## src/rtl/alu_wb_stage_pkg.sv

```systemverilog
// ============================================================================
// Module : alu_wb_stage_pkg
// Brief  : Shared ALU control codes, branch condition codes and flag layout.
// Rev    : 1.0
// ============================================================================
`default_nettype none

package alu_wb_stage_pkg;

  localparam int c_xlen = 32;

  // Flag vector layout is {V,C,N,Z}
  localparam int c_flag_v = 3;
  localparam int c_flag_c = 2;
  localparam int c_flag_n = 1;
  localparam int c_flag_z = 0;

  typedef enum logic [2:0] {
    ALU_ADD = 3'b000,
    ALU_SUB = 3'b001,
    ALU_AND = 3'b010,
    ALU_OR  = 3'b011,
    ALU_SLT = 3'b101
  } alu_ctrl_e;

  typedef enum logic [2:0] {
    BR_BEQ  = 3'b000,
    BR_BNE  = 3'b001,
    BR_BLT  = 3'b100,
    BR_BGE  = 3'b101,
    BR_BLTU = 3'b110,
    BR_BGEU = 3'b111
  } br_funct3_e;

  // x0 is hardwired to zero, and branches never write a register
  function automatic logic wb_we(input logic reg_write, input logic is_branch,
                                 input logic [4:0] rd);
    return reg_write & ~is_branch & (rd != 5'd0);
  endfunction

endpackage

`default_nettype wire

```

## src/rtl/alu_wb_stage_if.sv

```systemverilog
// ============================================================================
// Module : alu_wb_stage_if
// Brief  : Upstream (ALU) and downstream (writeback) handshake bundle.
// Rev    : 1.0
// ============================================================================
`default_nettype none

interface alu_wb_stage_if #(
  parameter int XLEN = 32
);
  logic            in_valid;
  logic            in_ready;
  logic [XLEN-1:0] in_result;
  logic [XLEN-1:0] in_slt;
  logic [3:0]      in_flags;
  logic [2:0]      in_alu_ctrl;
  logic [4:0]      in_rd;
  logic            in_reg_write;
  logic            in_is_branch;
  logic [2:0]      in_funct3;

  logic            out_valid;
  logic            out_ready;
  logic [4:0]      out_rd;
  logic [XLEN-1:0] out_data;
  logic            out_we;
  logic            out_br_taken;
  logic            out_br_illegal;
  logic [3:0]      out_flags;

  modport master (
    output in_valid, in_result, in_slt, in_flags, in_alu_ctrl, in_rd,
           in_reg_write, in_is_branch, in_funct3, out_ready,
    input  in_ready, out_valid, out_rd, out_data, out_we, out_br_taken,
           out_br_illegal, out_flags
  );

  modport slave (
    input  in_valid, in_result, in_slt, in_flags, in_alu_ctrl, in_rd,
           in_reg_write, in_is_branch, in_funct3, out_ready,
    output in_ready, out_valid, out_rd, out_data, out_we, out_br_taken,
           out_br_illegal, out_flags
  );
endinterface

`default_nettype wire

```

## src/rtl/alu_br_resolve.sv

```systemverilog
// ============================================================================
// Module : alu_br_resolve
// Brief  : Resolves a conditional branch from the {V,C,N,Z} flags of A-B.
// Rev    : 1.0
// ============================================================================
`default_nettype none

module alu_br_resolve
  import alu_wb_stage_pkg::*;
(
  input  wire logic       is_branch,
  input  wire logic [2:0] funct3,
  input  wire logic [3:0] flags,
  output logic            taken,
  output logic            illegal
);

  logic w_lt;
  assign w_lt = flags[c_flag_n] ^ flags[c_flag_v];

  always_comb begin
    taken   = 1'b0;
    illegal = 1'b0;
    if (is_branch) begin
      // C is the no-borrow flag of A-B, so unsigned less-than is !C
      case (funct3)
        BR_BEQ:  taken = flags[c_flag_z];
        BR_BNE:  taken = ~flags[c_flag_z];
        BR_BLT:  taken = w_lt;
        BR_BGE:  taken = ~w_lt;
        BR_BLTU: taken = ~flags[c_flag_c];
        BR_BGEU: taken = flags[c_flag_c];
        default: illegal = 1'b1;
      endcase
    end
  end

endmodule

`default_nettype wire

```

## src/rtl/alu_wb_stage.sv

```systemverilog
// ============================================================================
// Module : alu_wb_stage
// Brief  : Execute-to-writeback stage: 2-entry skid buffer, writeback select,
//          branch resolution and retired-op counter.
// Rev    : 1.0
// ============================================================================
`default_nettype none

module alu_wb_stage
  import alu_wb_stage_pkg::*;
#(
  parameter int XLEN  = c_xlen,
  parameter int CNT_W = 16
) (
  input  wire logic             clk,
  input  wire logic             rst_n,
  input  wire logic             flush,
  alu_wb_stage_if.slave         bus,
  output logic [CNT_W-1:0]      retired_cnt
);

  typedef struct packed {
    logic [4:0]      rd;
    logic [XLEN-1:0] data;
    logic            we;
    logic            br_taken;
    logic            br_illegal;
    logic [3:0]      flags;
  } entry_t;

  entry_t           r_main;
  entry_t           r_skid;
  logic             r_main_valid;
  logic             r_skid_valid;
  logic [CNT_W-1:0] r_cnt;

  entry_t w_new;
  logic   w_taken;
  logic   w_illegal;
  logic   w_accept;
  logic   w_drain;

  alu_br_resolve u_br_resolve (
    .is_branch (bus.in_is_branch),
    .funct3    (bus.in_funct3),
    .flags     (bus.in_flags),
    .taken     (w_taken),
    .illegal   (w_illegal)
  );

  always_comb begin
    w_new            = '0;
    w_new.rd         = bus.in_rd;
    w_new.data       = (bus.in_alu_ctrl == ALU_SLT) ? bus.in_slt : bus.in_result;
    w_new.we         = wb_we(bus.in_reg_write, bus.in_is_branch, bus.in_rd);
    w_new.br_taken   = w_taken;
    w_new.br_illegal = w_illegal;
    w_new.flags      = bus.in_flags;
  end

  // in_ready depends only on registered skid state, never on out_ready
  assign bus.in_ready = ~r_skid_valid;
  assign w_accept     = bus.in_valid & ~r_skid_valid & ~flush;
  assign w_drain      = r_main_valid & bus.out_ready;

  always_ff @(posedge clk or negedge rst_n) begin
    if (!rst_n) begin
      r_main       <= '0;
      r_skid       <= '0;
      r_main_valid <= 1'b0;
      r_skid_valid <= 1'b0;
      r_cnt        <= '0;
    end else begin
      if (w_drain) begin
        r_cnt <= r_cnt + CNT_W'(1);
      end

      if (flush) begin
        r_main_valid <= 1'b0;
        r_skid_valid <= 1'b0;
      end else if (w_drain) begin
        if (r_skid_valid) begin
          r_main       <= r_skid;
          r_skid_valid <= 1'b0;
        end else if (w_accept) begin
          r_main <= w_new;
        end else begin
          r_main_valid <= 1'b0;
        end
      end else if (w_accept) begin
        if (!r_main_valid) begin
          r_main       <= w_new;
          r_main_valid <= 1'b1;
        end else begin
          r_skid       <= w_new;
          r_skid_valid <= 1'b1;
        end
      end
    end
  end

  assign bus.out_valid      = r_main_valid;
  assign bus.out_rd         = r_main.rd;
  assign bus.out_data       = r_main.data;
  assign bus.out_we         = r_main.we;
  assign bus.out_br_taken   = r_main.br_taken;
  assign bus.out_br_illegal = r_main.br_illegal;
  assign bus.out_flags      = r_main.flags;
  assign retired_cnt        = r_cnt;

endmodule

`default_nettype wire

```

## src/flat_wrapper.sv

```systemverilog
// flat-port wrapper written by rule: the top's interface ports become plain ports
module alu_wb_stage_flat import alu_wb_stage_pkg::*;
#(
  parameter int XLEN  = c_xlen,
  parameter int CNT_W = 16
)
  (clk, rst_n, flush, retired_cnt, bus_in_valid, bus_in_result, bus_in_slt, bus_in_flags, bus_in_alu_ctrl, bus_in_rd, bus_in_reg_write, bus_in_is_branch, bus_in_funct3, bus_out_ready, bus_in_ready, bus_out_valid, bus_out_rd, bus_out_data, bus_out_we, bus_out_br_taken, bus_out_br_illegal, bus_out_flags);
  alu_wb_stage_if #(.XLEN(XLEN)) bus_i ();
  input  wire logic clk;
  input  wire logic rst_n;
  input  wire logic flush;
  output logic [CNT_W-1:0] retired_cnt;
  input wire logic [$bits(bus_i.in_valid)-1:0] bus_in_valid;
  input wire logic [$bits(bus_i.in_result)-1:0] bus_in_result;
  input wire logic [$bits(bus_i.in_slt)-1:0] bus_in_slt;
  input wire logic [$bits(bus_i.in_flags)-1:0] bus_in_flags;
  input wire logic [$bits(bus_i.in_alu_ctrl)-1:0] bus_in_alu_ctrl;
  input wire logic [$bits(bus_i.in_rd)-1:0] bus_in_rd;
  input wire logic [$bits(bus_i.in_reg_write)-1:0] bus_in_reg_write;
  input wire logic [$bits(bus_i.in_is_branch)-1:0] bus_in_is_branch;
  input wire logic [$bits(bus_i.in_funct3)-1:0] bus_in_funct3;
  input wire logic [$bits(bus_i.out_ready)-1:0] bus_out_ready;
  output wire logic [$bits(bus_i.in_ready)-1:0] bus_in_ready;
  output wire logic [$bits(bus_i.out_valid)-1:0] bus_out_valid;
  output wire logic [$bits(bus_i.out_rd)-1:0] bus_out_rd;
  output wire logic [$bits(bus_i.out_data)-1:0] bus_out_data;
  output wire logic [$bits(bus_i.out_we)-1:0] bus_out_we;
  output wire logic [$bits(bus_i.out_br_taken)-1:0] bus_out_br_taken;
  output wire logic [$bits(bus_i.out_br_illegal)-1:0] bus_out_br_illegal;
  output wire logic [$bits(bus_i.out_flags)-1:0] bus_out_flags;
  assign bus_i.in_valid = bus_in_valid;
  assign bus_i.in_result = bus_in_result;
  assign bus_i.in_slt = bus_in_slt;
  assign bus_i.in_flags = bus_in_flags;
  assign bus_i.in_alu_ctrl = bus_in_alu_ctrl;
  assign bus_i.in_rd = bus_in_rd;
  assign bus_i.in_reg_write = bus_in_reg_write;
  assign bus_i.in_is_branch = bus_in_is_branch;
  assign bus_i.in_funct3 = bus_in_funct3;
  assign bus_i.out_ready = bus_out_ready;
  assign bus_in_ready = bus_i.in_ready;
  assign bus_out_valid = bus_i.out_valid;
  assign bus_out_rd = bus_i.out_rd;
  assign bus_out_data = bus_i.out_data;
  assign bus_out_we = bus_i.out_we;
  assign bus_out_br_taken = bus_i.out_br_taken;
  assign bus_out_br_illegal = bus_i.out_br_illegal;
  assign bus_out_flags = bus_i.out_flags;
  alu_wb_stage #(.XLEN(XLEN), .CNT_W(CNT_W)) u_core (.clk(clk), .rst_n(rst_n), .flush(flush), .bus(bus_i), .retired_cnt(retired_cnt));
endmodule
```

## config.mk

```make
export PLATFORM = sky130hd
export DESIGN_NAME = alu_wb_stage_flat
export DESIGN_NICKNAME = d
export VERILOG_FILES = /design/src/rtl/alu_wb_stage_pkg.sv /design/src/rtl/alu_wb_stage_if.sv /design/src/rtl/alu_br_resolve.sv /design/src/rtl/alu_wb_stage.sv /design/src/flat_wrapper.sv
export SDC_FILE = /design/constraint.sdc
export NUM_CORES = 1
export LEC_CHECK = 0
export ABC_AREA = 1
export CORE_AREA = 5 5 115 117
export CTS_BUF_LIST = sky130_fd_sc_hd__clkbuf_2 sky130_fd_sc_hd__clkbuf_4 sky130_fd_sc_hd__clkbuf_8
export DETAILED_ROUTE_END_ITERATION = 12
export DIE_AREA = 0 0 120 122
export PLACE_DENSITY = 0.84
export SYNTH_ARGS = -nofsm -noshare
export SYNTH_HDL_FRONTEND = slang
export SYNTH_SLANG_ARGS = --single-unit
```

## constraint.sdc

```tcl
create_clock -name clk -period 1.4 [get_ports clk]
set_input_delay 0.28 -clock clk [delete_from_list [all_inputs] [get_ports clk]]
set_output_delay 0.28 -clock clk [all_outputs]
set_load 0.02 [all_outputs]
```

# [Word level (Yosys, flattened, before mapping)]
# Cells that the tools add are included.
[classes] n_reduce_logical=11 addsub=1 n_eq_ne=9 muxes=19 bitwise=13
[ops] op="$mux 44" n=5
[ops] op="$mux 32" n=1
[ops] op="$add 16x1->16 const B" n=1
[ops] op="$eq 3x3->1 const B" n=5
[ops] op="$mux 1" n=12
[ops] op="$reduce_and 4->1" n=2
[ops] op="$not 1->1" n=7
[ops] op="$ne 3x3->1 const B" n=2
[ops] op="$pmux 1 s6" n=1
[ops] op="$reduce_bool 3->1" n=2
[ops] op="$reduce_or 6->1" n=1
[ops] op="$and 1x1->1" n=5
[ops] op="$reduce_bool 5->1" n=1
[ops] op="$reduce_bool 2->1" n=2
[ops] op="$eq 3x1->1 const B" n=1
[ops] op="$logic_not 3->1" n=1
[ops] op="$reduce_and 3->1" n=1
[ops] op="$ne 2x2->1 const B" n=1
[ops] op="$reduce_and 2->1" n=1
[ops] op="$xor 1x1->1" n=1
[word_totals] register_bits=106 input_bits=86 elab_cells=68 output_inout_bits=62

# [Longest topological paths before layout]
[depth] word_depth=7 mapped_depth=11 ltp_nobuf=11

# [Hierarchy]
# Synthesis repeated with hierarchy kept, for this count alone.
[unflattened] hier_cells=779 area_unflattened_um2=5522.8
[modules_own_cells] module="alu_wb_stage" seq_area_each_um2=2652.5 instances=1 cells_per_inst=747 area_each_um2=5390.2
[modules_own_cells] module="alu_br_resolve" seq_area_each_um2=0.0 instances=1 cells_per_inst=32 area_each_um2=132.6

# [Worst setup path after synthesis]
# OpenSTA, ideal clock, no wires.
[synth_timing] path_type="register -> register" startpoint="register u_core.r_main_valid (netlist: u_core.bus.out_valid)" endpoint="register u_core.r_cnt[14] (netlist: u_core.retired_cnt[14])" period_less_slack_ps=1496 setup_ps=123 required_ps=1277 slack_ps=-96 path_stages_with_launch=9 path_buffers=0 arrival_time_ps=1372 cell_sequence="dfrtp_1 nand2_4 inv_4 nand2_2 nor2_2 nand2_1 nor2_2 nand3_1 xor2_1"
[synth_between] elab_chain_len=1
[synth_lines] element="start: declaration" line_no="alu_wb_stage.sv:33" source="logic r_main_valid;"
[synth_lines] element="start signal: assignment" line_no="alu_wb_stage.sv:70" source="r_main_valid <= 1'b0;"
[synth_lines] element="start signal: assignment" line_no="alu_wb_stage.sv:79" source="r_main_valid <= 1'b0;"
[synth_lines] element="start signal: assignment" line_no="alu_wb_stage.sv:88" source="r_main_valid <= 1'b0;"
[synth_lines] element="$and 1x1->1" line_no="alu_wb_stage.sv:64" source="assign w_drain = r_main_valid & bus.out_ready;"
[synth_lines] element="end signal: assignment" line_no="alu_wb_stage.sv:75" source="r_cnt <= r_cnt + CNT_W'(1);"
[synth_lines] element="end: declaration" line_no="alu_wb_stage.sv:35" source="logic [CNT_W-1:0] r_cnt;"
# Every way passes these cells.
# A chain may end at the register's enable or synchronous reset.

# [Worst setup path in the final report]
[layout_timing] startpoint="register u_core.r_skid_valid" endpoint="register u_core.r_main (netlist bit u_core.bus.out_data[19])"
[layout_between] elab_chain_len=5 elab_cells_between_ends=8 cone_classes="mux: 2; bitwise: 3; reduce/logical: 3"
[layout_lines] element="start: declaration" line_no="alu_wb_stage.sv:34" source="logic r_skid_valid;"
[layout_lines] element="start signal: assignment" line_no="alu_wb_stage.sv:71" source="r_skid_valid <= 1'b0;"
[layout_lines] element="start signal: assignment" line_no="alu_wb_stage.sv:80" source="r_skid_valid <= 1'b0;"
[layout_lines] element="start signal: assignment" line_no="alu_wb_stage.sv:84" source="r_skid_valid <= 1'b0;"
[layout_lines] element="$not 1->1" line_no="alu_wb_stage.sv:63" source="assign w_accept = bus.in_valid & ~r_skid_valid & ~flush;"
[layout_lines] element="$and 1x1->1 (2 in series)" line_no="alu_wb_stage.sv:63"
[layout_lines] element="$reduce_bool 2->1 (no line)"
[layout_lines] element="$reduce_and 4->1 (no line)"
[layout_lines] element="end signal: assignment" line_no="alu_wb_stage.sv:83" source="r_main <= r_skid;"
[layout_lines] element="end signal: assignment" line_no="alu_wb_stage.sv:86" source="r_main <= w_new;"
[layout_lines] element="end signal: assignment" line_no="alu_wb_stage.sv:92" source="r_main <= w_new;"
[layout_lines] element="end: declaration" line_no="alu_wb_stage.sv:31" source="entry_t r_main;"
# Parallel ways exist; a longest one is shown, timed or not.

==> metrics.cfg <==
[outcome]
status=finished, violations left
violations=negative setup slack

[logic_synthesis]
syn_nets=758
ys_seq_area_frac=0.501
synth_top_area_frac=0.501
synth_edf_count=0
synth.most_common_cell=nand2_1
synth-main-ff-cell=dfrtp_1
netlist_area_um2=5300
synth_top_area_cell=dfrtp_1
yosysWarnings=0
ys_types=31
synth_seq_cells=106
yosys-top-cells-area=dfrtp_1, nand2_1, o21ai_0
async_reset_ff_frac=1.00
syn_area_per_cell_um2=7.89
synth_cells=671
synth_common_cells=nand2_1, dfrtp_1, inv_1, o21ai_0, nor2_1

[setup_path]
cp-endpoint=u_core.bus.out_data[19]$_DFFE_PN0P_
cp_num_buf_inv=4
crit_fanout=5
r2r_start=u_core.r_skid_valid$_DFFE_PN0P_
cp_cell_sequence=buf_6, o21ai_4, nand2_8, buf_12, clkbuf_16, buf_8, nor2_4, nor2_1
cp.depth=8
rr_endpoint=u_core.bus.out_data[19]$_DFFE_PN0P_
path_class=flip-flop to flip-flop
cp.required_ps=1650
slowest_stage=dfrtp_1
reg2reg_depth=8
critical_path.top_delay_family=buffers and inverters
end_kind=flip-flop
crit_start=u_core.r_skid_valid$_DFFE_PN0P_
start_kind=flip-flop
critPathMaxStageDelay_ps=430
r2r_slack_ps=-170
worstPathArrival_ps=1820

[route]
first_pass_iters=5
drcViolationCount=0
drt-vias-per-instance=5.07
antenna_left=0
wl_per_cell_um=16.3
route.vias.total=5202
drt_iter0_drc=237
routed_wl_um=16700

[timing]
tightest_slew_ps=423
period_needed_ps=1570
fmax_ghz=0.636
hold_viol=0
slew_violations=0
relSlewSlack=0.715
timing.final.crit_share=1.12
hold_ws_ps=365
fin_setup_tns_ps=-4750
setup_ws_ps=-172
grt_setup_unrepaired=yes
finClkSkew_ps=15.6
setup_violations=70

[cts]
clock_latency_ps=360
cts.path.max_buffers=2
cts_tree=done
htreeDepth=3
root_buffer=clkbuf_8
numCtsBuffers=9
clkSinkCount=106
clkTransAtPathRegs_ps=100

[grt]
antenna_found_initial=0
grt_start_max_net_pins=46
grt_overflow=0
grt_pass1_wl_um=24100
track_usage=0.206
grt_pass1_vias=4980

[die]
die_w_um=120
core_um2=12300
die_area_um2=14600
num_io_pins=148
rows=41
initial_core_util=0.432
die_h_um=122

[cells_and_area]
final_nets=959
area_delta_synth_final_pct=57.5
num_antenna_cells=0
drive_above_1_share=0.276

[placed_design]
place.port_buffers=147
dp_hpwl_um=9850
gp_congestion=0.872

[power_and_ir_drop]
p_leak_nw=3.94
power_density_nw_per_um2=1380
irDropWorstVdd_uv=746

[flow_run]
cap_violations=0

[min_path]
min_path_type=primary input to asynchronous set/reset pin

==> metrics by stage <==
| step | instances | util | setup WS, ps | instance area, um^2 | total power [mW] |
|---|---|---|---|---|---|
| final | 1027 | 0.680 | -172 | 8340 | 11.5 |
| after global routing | 1027 | 0.680 | -236 | 8340 | 12.2 |
| after CTS | 1013 | 0.634 | -98.7 | 7770 | 10.8 |
| after detailed placement | 982 | 0.587 | -435 | 7200 | 8.92 |
| after global placement | 982 | 0.587 | -394 | 7200 | 8.77 |
| after floorplan | 671 | - | 0.964 | 5310 | 6.87 |
==> cells in the final DEF (no fill, tap or decap), drive strengths merged, types with 6 or more instances in the layout <==
master / count
a21oi: 33
a31oi: 9
buf: 70
clkbuf: 36
clkdlybuf4s15: 22
clkdlybuf4s50: 83
dfrtp: 106
dlygate4sd2: 21
inv: 93
nand2: 154
nand3: 11
nor2: 93
nor3: 6
o21ai: 113
xor2: 7
==> cell families (layout without fill, tap and decap cells) <==
logic type                 after synthesis  in the layout  synth area share
AOI/OAI and AO/OA                      157            157             0.160
buffers and inverters                  126            332             0.111
DFF                                    106            106             0.501
xor gates and xnor gates                 9              9            0.0149
adders and majority gates                1              1           0.00236
and+or+nand+nor                        272            272             0.211
==> layer usage <==
metal	global-route usage	wire [um]
met5	0	0
met2	0.375	8950
met1	0.249	6600
met3	0.0306	726
met4	0.0723	443
==> registers in the layout, indices dropped and copies added, names as in the netlist <==
register / flops
u_core.bus.out_valid: 1
u_core.bus.out_data: 32
u_core.r_skid: 44
u_core.bus.out_rd: 5
u_core.bus.out_we: 1
u_core.bus.out_br_illegal: 1
u_core.bus.out_br_taken: 1
u_core.bus.out_flags: 4
u_core.retired_cnt: 16
u_core.r_skid_valid: 1
==> layout make-up <==
| type | instances | area (um^2) |
|---|---|---|
| inverter | 94 | 383 |
| clock inverter | 5 | 53.8 |
| multi-input combinational | 439 | 2510 |
| fill | 967 | 3920 |
| timing repair buffer | 222 | 2410 |
| sequential | 106 | 2660 |
| clock buffer | 11 | 145 |
| tap | 150 | 188 |
==> worst min path at each step <==
stage | from | endpoint | cells after the start
finish | rst_n | u_core.r_skid[40]$_DFFE_PN0P_ | 2
detailed placement | rst_n | u_core.r_skid[43]$_DFFE_PN0P_ | 1
CTS | rst_n | u_core.retired_cnt[1]$_DFFE_PN0N_ | 2
global route | rst_n | u_core.r_skid[40]$_DFFE_PN0P_ | 2
floorplan | rst_n | u_core.bus.out_br_illegal$_DFFE_PN0P_ | 0
global placement | rst_n | u_core.r_skid[39]$_DFFE_PN0P_ | 1
==> timing repair <==
item                                    in CTS  in global routing
cloned                                       9                  7
setup buffers                                5                 11
resized for setup                          129                220
pin swaps                                    3                 18
endpoints found under the setup margin     121                132
endpoints found under the hold margin       21                  0
hold buffers                                 1                  0
==> worst register-to-register path, delay by kind of cell (launching register included) <==
family,cells,cell delay (ps)
compound gates,1,210
simple gates,3,260
buf+inv,4,580
flops,1,430
==> where the power goes <==
group          total, mW  switching (mW)  internal (mW)
registers           4.84           0.679           4.17
logic               4.71            2.62           2.09
clock network       1.93            1.04          0.893
(Power assumes the default switching activity.)
